File: config.mk
export PLATFORM = sky130hd
export DESIGN_NAME = imm_decode_stage_flat
export DESIGN_NICKNAME = d
export VERILOG_FILES = /design/src/rtl/imm_decode_stage_if.sv /design/src/rtl/imm_decode_stage.sv /design/src/flat_wrapper.sv
export SDC_FILE = /design/constraint.sdc
export NUM_CORES = 1
export LEC_CHECK = 0
export CAP_MARGIN = 10
export CELL_PAD_IN_SITES_DETAIL_PLACEMENT = 0
export CELL_PAD_IN_SITES_GLOBAL_PLACEMENT = 2
export CORE_MARGIN = 3
export CORE_UTILIZATION = 33
export DETAILED_ROUTE_END_ITERATION = 16
export PLACE_DENSITY = 0.92
export SETUP_SLACK_MARGIN = 0.5
export SLEW_MARGIN = 20
export SYNTH_ARGS = -nofsm -noshare
export SYNTH_HDL_FRONTEND = slang
export SYNTH_SLANG_ARGS = --single-unit
export TNS_END_PERCENT = 5
File: constraint.sdc
create_clock -name clk -period 8 [get_ports clk]
set_input_delay 2.4 -clock clk [delete_from_list [all_inputs] [get_ports clk]]
set_output_delay 2.4 -clock clk [all_outputs]
set_load 0.005 [all_outputs]
File: src/rtl/imm_decode_stage_if.sv
// imm_decode_stage_if: instruction-in / immediate-out handshake bundle for imm_decode_stage.
interface imm_decode_stage_if #(
    parameter int XLEN  = 32,
    parameter int TAG_W = 32
);
    logic             in_valid;
    logic             in_ready;
    logic [31:0]      in_instr;
    logic [TAG_W-1:0] in_tag;
    logic             out_valid;
    logic             out_ready;
    logic [XLEN-1:0]  out_imm;
    logic [2:0]       out_fmt;
    logic             out_illegal;
    logic [TAG_W-1:0] out_tag;
    modport master (
        output in_valid, in_instr, in_tag, out_ready,
        input  in_ready, out_valid, out_imm, out_fmt, out_illegal, out_tag
    );
    modport slave (
        input  in_valid, in_instr, in_tag, out_ready,
        output in_ready, out_valid, out_imm, out_fmt, out_illegal, out_tag
    );
endinterface

File: src/rtl/imm_decode_stage.sv
// imm_decode_stage: registered immediate decoder with a main + skid buffer for full-rate back-pressure.
module imm_decode_stage #(
    parameter int XLEN  = 32,
    parameter int TAG_W = 32
) (
    input  logic                clk,
    input  logic                rst,
    input  logic                flush,
    input  logic                sel_en,
    input  logic [2:0]          sel,
    imm_decode_stage_if.slave   bus
);
    localparam logic [2:0] F_I = 3'd0, F_S = 3'd1, F_B = 3'd2, F_U = 3'd3, F_J = 3'd4, F_Z = 3'd5, F_N = 3'd7;
    typedef struct packed {
        logic [XLEN-1:0]  imm;
        logic [2:0]       fmt;
        logic             ill;
        logic [TAG_W-1:0] tag;
    } entry_t;
    localparam entry_t E_RST = '{imm: '0, fmt: F_N, ill: 1'b0, tag: '0};
    logic [31:0]     w_i;
    logic [2:0]      w_auto_fmt, w_fmt;
    logic            w_auto_ill, w_ill, w_acc;
    logic [31:0]     w_imm32;
    entry_t          w_new, r_main, r_skid;
    logic            r_m_valid, r_s_valid;
    assign w_i = bus.in_instr;
    always_comb begin
        w_auto_fmt = F_N;
        w_auto_ill = 1'b1;
        case (w_i[6:0])
            7'b0000011, 7'b0010011, 7'b1100111, 7'b0001111: {w_auto_fmt, w_auto_ill} = {F_I, 1'b0};
            7'b1110011: {w_auto_fmt, w_auto_ill} = {w_i[14] ? F_Z : F_I, 1'b0};
            7'b0100011: {w_auto_fmt, w_auto_ill} = {F_S, 1'b0};
            7'b1100011: {w_auto_fmt, w_auto_ill} = {F_B, 1'b0};
            7'b0110111, 7'b0010111: {w_auto_fmt, w_auto_ill} = {F_U, 1'b0};
            7'b1101111: {w_auto_fmt, w_auto_ill} = {F_J, 1'b0};
            7'b0110011: w_auto_ill = 1'b0;
            7'b0011011: {w_auto_fmt, w_auto_ill} = (XLEN == 64) ? {F_I, 1'b0} : {F_N, 1'b1};
            7'b0111011: w_auto_ill = (XLEN != 64);
            default: ;
        endcase
    end
    assign w_fmt = sel_en ? ((sel[2] & sel[1]) ? F_N : sel) : w_auto_fmt;
    assign w_ill = sel_en ? (sel[2] & sel[1]) : w_auto_ill;
    // Every format fits in 32 bits; Z has bit 31 clear so the final sign-extension keeps it zero-extended.
    assign w_imm32 = (w_fmt == F_I) ? {{20{w_i[31]}}, w_i[31:20]} :
                     (w_fmt == F_S) ? {{20{w_i[31]}}, w_i[31:25], w_i[11:7]} :
                     (w_fmt == F_B) ? {{19{w_i[31]}}, w_i[31], w_i[7], w_i[30:25], w_i[11:8], 1'b0} :
                     (w_fmt == F_U) ? {w_i[31:12], 12'b0} :
                     (w_fmt == F_J) ? {{11{w_i[31]}}, w_i[31], w_i[19:12], w_i[20], w_i[30:21], 1'b0} :
                     (w_fmt == F_Z) ? {27'b0, w_i[19:15]} : 32'b0;
    assign w_new = '{imm: XLEN'($signed(w_imm32)), fmt: w_fmt, ill: w_ill, tag: bus.in_tag};
    assign w_acc = bus.in_valid & ~r_s_valid;
    always_ff @(posedge clk or posedge rst) begin
        if (rst) begin
            r_m_valid <= 1'b0;
            r_s_valid <= 1'b0;
            r_main    <= E_RST;
            r_skid    <= E_RST;
        end else if (flush) begin
            r_m_valid <= 1'b0;
            r_s_valid <= 1'b0;
        end else if (!r_m_valid || bus.out_ready) begin
            r_m_valid <= r_s_valid | w_acc;
            r_s_valid <= 1'b0;
            if (r_s_valid) r_main <= r_skid;
            else if (w_acc) r_main <= w_new;
        end else if (w_acc) begin
            r_skid    <= w_new;
            r_s_valid <= 1'b1;
        end
    end
    assign bus.in_ready    = ~r_s_valid;
    assign bus.out_valid   = r_m_valid;
    assign bus.out_imm     = r_main.imm;
    assign bus.out_fmt     = r_main.fmt;
    assign bus.out_illegal = r_main.ill;
    assign bus.out_tag     = r_main.tag;
endmodule

File: src/flat_wrapper.sv
// flat-port wrapper written by rule: the top's interface ports become plain ports
module imm_decode_stage_flat 
#(
    parameter int XLEN  = 32,
    parameter int TAG_W = 32
)
  (clk, rst, flush, sel_en, sel, bus_in_valid, bus_in_instr, bus_in_tag, bus_out_ready, bus_in_ready, bus_out_valid, bus_out_imm, bus_out_fmt, bus_out_illegal, bus_out_tag);
  imm_decode_stage_if #(.XLEN(XLEN), .TAG_W(TAG_W)) bus_i ();
  input  logic clk;
  input  logic rst;
  input  logic flush;
  input  logic sel_en;
  input  logic [2:0] sel;
  input wire logic [$bits(bus_i.in_valid)-1:0] bus_in_valid;
  input wire logic [$bits(bus_i.in_instr)-1:0] bus_in_instr;
  input wire logic [$bits(bus_i.in_tag)-1:0] bus_in_tag;
  input wire logic [$bits(bus_i.out_ready)-1:0] bus_out_ready;
  output wire logic [$bits(bus_i.in_ready)-1:0] bus_in_ready;
  output wire logic [$bits(bus_i.out_valid)-1:0] bus_out_valid;
  output wire logic [$bits(bus_i.out_imm)-1:0] bus_out_imm;
  output wire logic [$bits(bus_i.out_fmt)-1:0] bus_out_fmt;
  output wire logic [$bits(bus_i.out_illegal)-1:0] bus_out_illegal;
  output wire logic [$bits(bus_i.out_tag)-1:0] bus_out_tag;
  assign bus_i.in_valid = bus_in_valid;
  assign bus_i.in_instr = bus_in_instr;
  assign bus_i.in_tag = bus_in_tag;
  assign bus_i.out_ready = bus_out_ready;
  assign bus_in_ready = bus_i.in_ready;
  assign bus_out_valid = bus_i.out_valid;
  assign bus_out_imm = bus_i.out_imm;
  assign bus_out_fmt = bus_i.out_fmt;
  assign bus_out_illegal = bus_i.out_illegal;
  assign bus_out_tag = bus_i.out_tag;
  imm_decode_stage #(.XLEN(XLEN), .TAG_W(TAG_W)) u_core (.clk(clk), .rst(rst), .flush(flush), .sel_en(sel_en), .sel(sel), .bus(bus_i));
endmodule
**Word-level counts from Yosys, hierarchy flattened**

Index checks and enable logic that the tools add are counted.

- Register bits after elaboration: 138
- Bits of input ports: 73
- Output and inout port bits: 70
- Word-level logic and storage cells: 62

- Eq/ne operators: 16
- Mux-type cells: 19
- Bitwise gates (word level): 6
- Reductions and logical operators: 11

Operators with widths:

| kind | count |
|---|---|
| $mux W32 | 5 |
| $mux W68 | 2 |
| $eq A7 B7 Y1 const B | 4 |
| $eq A7 B6 Y1 const B | 3 |
| $pmux W3 S6 | 1 |
| $eq A7 B5 Y1 const B | 2 |
| $reduce_or A11 Y1 | 1 |
| $mux W3 | 3 |
| $eq A7 B2 Y1 const B | 1 |
| $eq A7 B4 Y1 const B | 1 |
| $mux W1 | 7 |
| $eq A3 B2 Y1 const B | 2 |
| $eq A3 B3 Y1 const B | 2 |
| $reduce_and A3 Y1 | 2 |
| $mux W5 | 1 |
| $reduce_bool A2 Y1 | 2 |
| $reduce_or A4 Y1 | 1 |
| $eq A3 B1 Y1 const B | 1 |
| $logic_not A3 Y1 | 1 |
| $not A1 Y1 | 3 |
| $reduce_bool A3 Y1 | 1 |
| $and A1 B1 Y1 | 2 |
| $reduce_or A2 Y1 | 1 |
| $logic_not A1 Y1 | 1 |
| other kinds (2) | 2 |

**Depth between registers and ports, before layout**

- Depth after elaboration: 13
- Gate-level depth with buffers: 10
- Depth with buffers taken out: 7

**Worst setup path after synthesis**

OpenSTA, ideal clock, no wires.

- Path type: input-to-reg
- Start: in bus_in_instr[4]
- End: reg u_core.r_main, in the netlist u_core.bus.out_imm[0]
- Setup time: 0.133 ns
- Arrival: 4.214 ns
- Data required time: 7.867 ns
- Setup slack: 3.653 ns
- Stages on the path: 8
- Path buffers: 1
- Path through: buf_2 -> and3b_1 -> o32ai_2 -> o21ai_2 -> o31ai_2 -> mux2_1 -> a31oi_1 -> o211ai_1

- Longest elaborated chain between the ends: 13
- Elaborated cells between the ends (all ways): 28
- Classes of those cells: eq/ne (15); mux (10); reduce/logical (3)

Ends and longest elaborated chain:

| what | RTL line | RTL |
|---|---|---|
| start: declaration | flat_wrapper.sv:15 | `input wire logic [$bits(bus_i.in_instr)-1:0] bus_in_instr;` |
| $eq A7 B2 Y1 (tied with other cells) | imm_decode_stage.sv:31 | `case (w_i[6:0])` |
| $reduce_or A4 Y1 / $reduce_or A2 Y1 (equally long branches) | -- |  |
| $pmux W3 S6 (*) | imm_decode_stage.sv:31 |  |
| $mux W3 (*) | imm_decode_stage.sv:44 | `assign w_fmt = sel_en ? ((sel[2] & sel[1]) ? F_N : sel) : w_auto_fmt;` |
| $eq A3 B3 Y1 | imm_decode_stage.sv:52 | `(w_fmt == F_Z) ? {27'b0, w_i[19:15]} : 32'b0;` |
| $mux W5 | imm_decode_stage.sv:52 |  |
| $mux W32 | imm_decode_stage.sv:51 | `(w_fmt == F_J) ? {{11{w_i[31]}}, w_i[31], w_i[19:12], w_i[20], w_i[30:21], 1'b0} :` |
| $mux W32 | imm_decode_stage.sv:50 | `(w_fmt == F_U) ? {w_i[31:12], 12'b0} :` |
| $mux W32 | imm_decode_stage.sv:49 | `(w_fmt == F_B) ? {{19{w_i[31]}}, w_i[31], w_i[7], w_i[30:25], w_i[11:8], 1'b0} :` |
| $mux W32 | imm_decode_stage.sv:48 | `(w_fmt == F_S) ? {{20{w_i[31]}}, w_i[31:25], w_i[11:7]} :` |
| $mux W32 (*) | imm_decode_stage.sv:47 | `assign w_imm32 = (w_fmt == F_I) ? {{20{w_i[31]}}, w_i[31:20]} :` |
| $mux W68 (*) | imm_decode_stage.sv:68 | `else if (w_acc) r_main <= w_new;` |
| $mux W68 (*) | imm_decode_stage.sv:67 | `if (r_s_valid) r_main <= r_skid;` |
| end signal: assignment | imm_decode_stage.sv:67 |  |
| end signal: assignment | imm_decode_stage.sv:68 |  |
| end: declaration | imm_decode_stage.sv:25 | `entry_t w_new, r_main, r_skid;` |

Every way passes the cells marked *; elsewhere a longest branch is shown, timed or not. The select of a mux whose other input is x is not followed.
A chain may end at the register's enable or synchronous reset.

**Final worst setup path**

- Start: in bus_in_instr[2]
- End: reg u_core.r_skid[50] in the netlist's numbering

- Longest elaborated chain between the ends: 10
- Elaborated cells between the ends (all ways): 24
- Classes of those cells: eq/ne (14); mux (7); reduce/logical (3)

Ends and longest elaborated chain:

| what | RTL line | RTL |
|---|---|---|
| $eq A7 B2 Y1 (tied with other cells) | imm_decode_stage.sv:31 |  |
| $reduce_or A4 Y1 / $reduce_or A2 Y1 (equally long branches) | -- |  |
| $pmux W3 S6 (*) | imm_decode_stage.sv:31 |  |
| $mux W3 (*) | imm_decode_stage.sv:44 |  |
| $eq A3 B3 Y1 | imm_decode_stage.sv:51 |  |
| $mux W32 | imm_decode_stage.sv:51 |  |
| $mux W32 | imm_decode_stage.sv:50 |  |
| $mux W32 | imm_decode_stage.sv:49 |  |
| $mux W32 | imm_decode_stage.sv:48 |  |
| $mux W32 (*) | imm_decode_stage.sv:47 |  |
| end signal: assignment | imm_decode_stage.sv:70 | `r_skid <= w_new;` |
| end: declaration | imm_decode_stage.sv:25 |  |

Every way passes the cells marked *; elsewhere a longest branch is shown, timed or not.

==> metrics.md <==
| Metric | Value |
|---|---|
| Max Used Layer | `met4` |
| Vias per Instance | `5.07` |
| Worst hold path class | `register to register` |
| CORE AREA | `18,400 um2` |
| Detailed Routing Iterations Pass 1 | `5` |
| CTS tree | `built` |
| Period utilisation layout | `63.8%` |
| Synth-to-Final Area Change | `35.0%` |
| GRT Residual Overflow | `0` |
| Routed WL | `17.1 mm` |
| Commonest cells in the netlist | `nand2_1 (160), dfrtp_1 (132), o21ai_0 (70), a21oi_1 (40), nor2_1 (40)` |
| CP max stage cell | `nor3_4` |
| Max-Cap Viols | `0` |
| RSZ-0062 raised after global routing | `no` |
| Max clock buf depth | `2` |
| Final max-slew violation count | `0` |
| Synthesized area | `6310 um2` |
| Time the worst path needs with I/O delays and setup | `5110 ps` |
| Met2 Wirelength | `8.30 mm` |
| # diodes | `0` |
| Root Driver | `clkbuf_16` |
| Initial antenna violation count | `0` |
| Crit path max-delay family | `compound AO/OA/AOI/OAI gates` |
| Postcts setup bufs | `0` |
| Post-CTS Hold Buffers | `0` |
| Finish-stage setup viols | `0` |
| Avg Synthesized Cell Area | `9.48 um2` |
| Top cells by area, synth | `dfrtp_1 (52%), nand2_1 (9.5%), o21ai_0 (5.6%), mux2i_1 (5.1%), a21oi_1 (3.2%)` |
| H-Tree Depth | `4` |
| Die Area | `20,800 um2` |
| WS Path Type | `input port to register` |
| Chip Height | `144 um` |
| Status | `finished clean` |
| Yosys Warn Count | `0` |
| FF+latch count, synth | `138` |
| Setup TNS | `0 ps` |
| Vias in the first global route | `5,430` |
| WL met1 | `7.88 mm` |
| FFs w/ async S/R, synth | `100%` |
| Worst path bufs/invs | `1` |
| First-pass GRT wire length | `28.3 mm` |
| Layout cells sized above 1 | `11.2%` |
| Nets | `863` |
| Worst slew margin relative to its limit | `34.3%` |
| CP endpoint kind | `register` |
| Post-synth top flop | `dfrtp_1` |
| ANT nets after route | `0` |
| Mapped Cells | `665` |
| Port bufs | `142` |
| Area of the multi-input gates | `2650 um2` |
| Worst-Margin Slew | `985 ps` |
| Initial core utilization | `34.3%` |
| Syn_nets | `738` |
| Share of the core filled with cells | `46.3%` |
| CP required | `8340 ps` |
| Most frequent cell after synthesis | `nand2_1` |
| Setup Skew | `5.43 ps` |
| GRT Total Usage | `17.1%` |
| Worst-path clk slew | `60 ps` |
| Largest net degree at the start of global routing | `101` |
| VDD IR max | `0.149 mV` |
| Crit path DAT | `5450 ps` |
| HPWL after DPL | `11.1 mm` |
| Synth top area share | `52.4%` |
| Fillers | `1,748` |
| Startpoint Class | `input port` |
| Average wire per standard cell | `16.6 um` |
| CP max stage delay | `790 ps` |
| Iter 0 DRT Violations | `292` |
| Register area | `3460 um2` |
| Clk sink count | `138` |
| Fin. Hold Viols | `0` |
| Synth cell types | `46` |
| DR WL met3 | `811 um` |
| Critical path peak fanout | `19` |
| Leakage | `0.00355 uW` |
| Placer congestion estimate | `0.878` |
| Post-synth EDFFs | `0` |
| Clock Latency Late Sink | `410 ps` |
| Inserted Clock Buffers | `17` |
| Crit-path cells | `clkdlybuf4s50_1, and3b_1, o32ai_2, o21ai_2, o31a_1, nor3_4, o21ai_0, a21oi_1` |
| Vias | `5,237` |
| I/O pins | `143` |
| CTS resizes | `0` |
| Fmax | `196 MHz` |
| Num rows | `49` |
| Pwr dens | `249 nW/um2` |
| Cell taking the most area after synthesis | `dfrtp_1` |
| Number of remaining DRC errors | `0` |
| Sequential fraction of the synthesis area | `54.9%` |
| Die X | `144 um` |
[cell type report]
class	count	share of cell area, %
Timing Repair Buffer	149	17.4
Inverter	3	0.191
Clock buffer	22	5.57
Tap cell	229	3.37
Clock inverter	10	1.66
Sequential cell	138	40.7
Multi-Input combinational cell	481	31.2
[sequential cells by signal, summed over array words and instances, names as in the netlist]
name	flops
u_core.bus.out_imm	32
u_core.bus.out_illegal	1
u_core.bus.out_fmt	3
u_core.r_s_valid	1
u_core.bus.out_tag	32
u_core.bus.out_valid	1
u_core.r_skid	68
[stage by stage]
stage / area [um2] / instances / hold WS (ps) / setup slack (ps) / power [uW]
global placement: 7890 / 1000 / 457 / 2650 / 1310
finish: 8510 / 1032 / 473 / 2890 / 2120
detailed placement: 7890 / 1000 / 462 / 2490 / 1330
CTS: 8510 / 1032 / 477 / 2910 / 2150
global route: 8510 / 1032 / 497 / 2680 / 2240
floorplan: 6310 / 665 / 445 / 1910 / 1100
[routing by layer]
metal  vias up  global-route usage, %
li1       2533                      -
met5         -                      0
met2       155                   27.5
met3         9                   3.94
met4         0                   4.86
met1      2540                   23.4
[final timing paths]
check / depth (start not counted) / end / slack (ps) / from
min in group asynchronous: 2 / u_core.bus.out_tag[14] / 2400 / rst
worst max-delay path: 8 / u_core.r_skid[50] / 2890 / bus_in_instr[2]
worst min-delay path: 2 / u_core.r_skid[2] / 470 / u_core.r_skid[2]
worst max register to register: 8 / u_core.bus.out_imm[13] / 4770 / u_core.r_s_valid
worst min register to register: 2 / u_core.r_skid[2] / 470 / u_core.r_skid[2]
max in group asynchronous: 3 / u_core.r_s_valid / 4360 / rst
[placed cells by master, fill, tap and decap left out, drive strengths merged, types with 2 or more instances in the layout]
master           n
a21o             5
a21oi           61
a22o             6
a31oi           13
and2             5
and3             2
buf              7
bufinv           3
clkbuf          22
clkdlybuf4s50  142
clkinv           5
clkinvlp         2
dfrtp          132
dfstp            6
inv              3
mux2             4
mux2i           32
nand2          170
nand2b           3
nand3           15
nand3b           4
nor2            40
nor2b            2
nor3             4
o211ai           2
o21ai           73
o31a             4
o31ai            2
o32ai            2
or3             24
[report_power, final]
group | internal, uW | switching [uW] | leakage, uW
Clock | 516 | 298 | 0.000296
Sequential | 842 | 73.5 | 0.00168
Combinational | 216 | 178 | 0.00157
Total | 1570 | 550 | 0.00355
[kinds of logic (layout without fill, tap and decap cells)]
group	count (synthesis)	count (layout)	share of synthesized area, %
xor+xnor	1	1	0.139
buf+inv	46	184	3.23
simple gates	273	273	19.1
mux	36	36	5.79
flops	138	138	54.9
compound gates	171	171	16.8
[worst register-to-register path, cell delays in order, from the launching register on]
cell and delay (ps):
dfrtp_2 350, buf_4 640, nor2_1 190, nor2_1 240, and2_1 170, buf_4 370, nand2_1 250, a31oi_1 710
a21oi_1 170
Power figures use the tool's default switching activity.
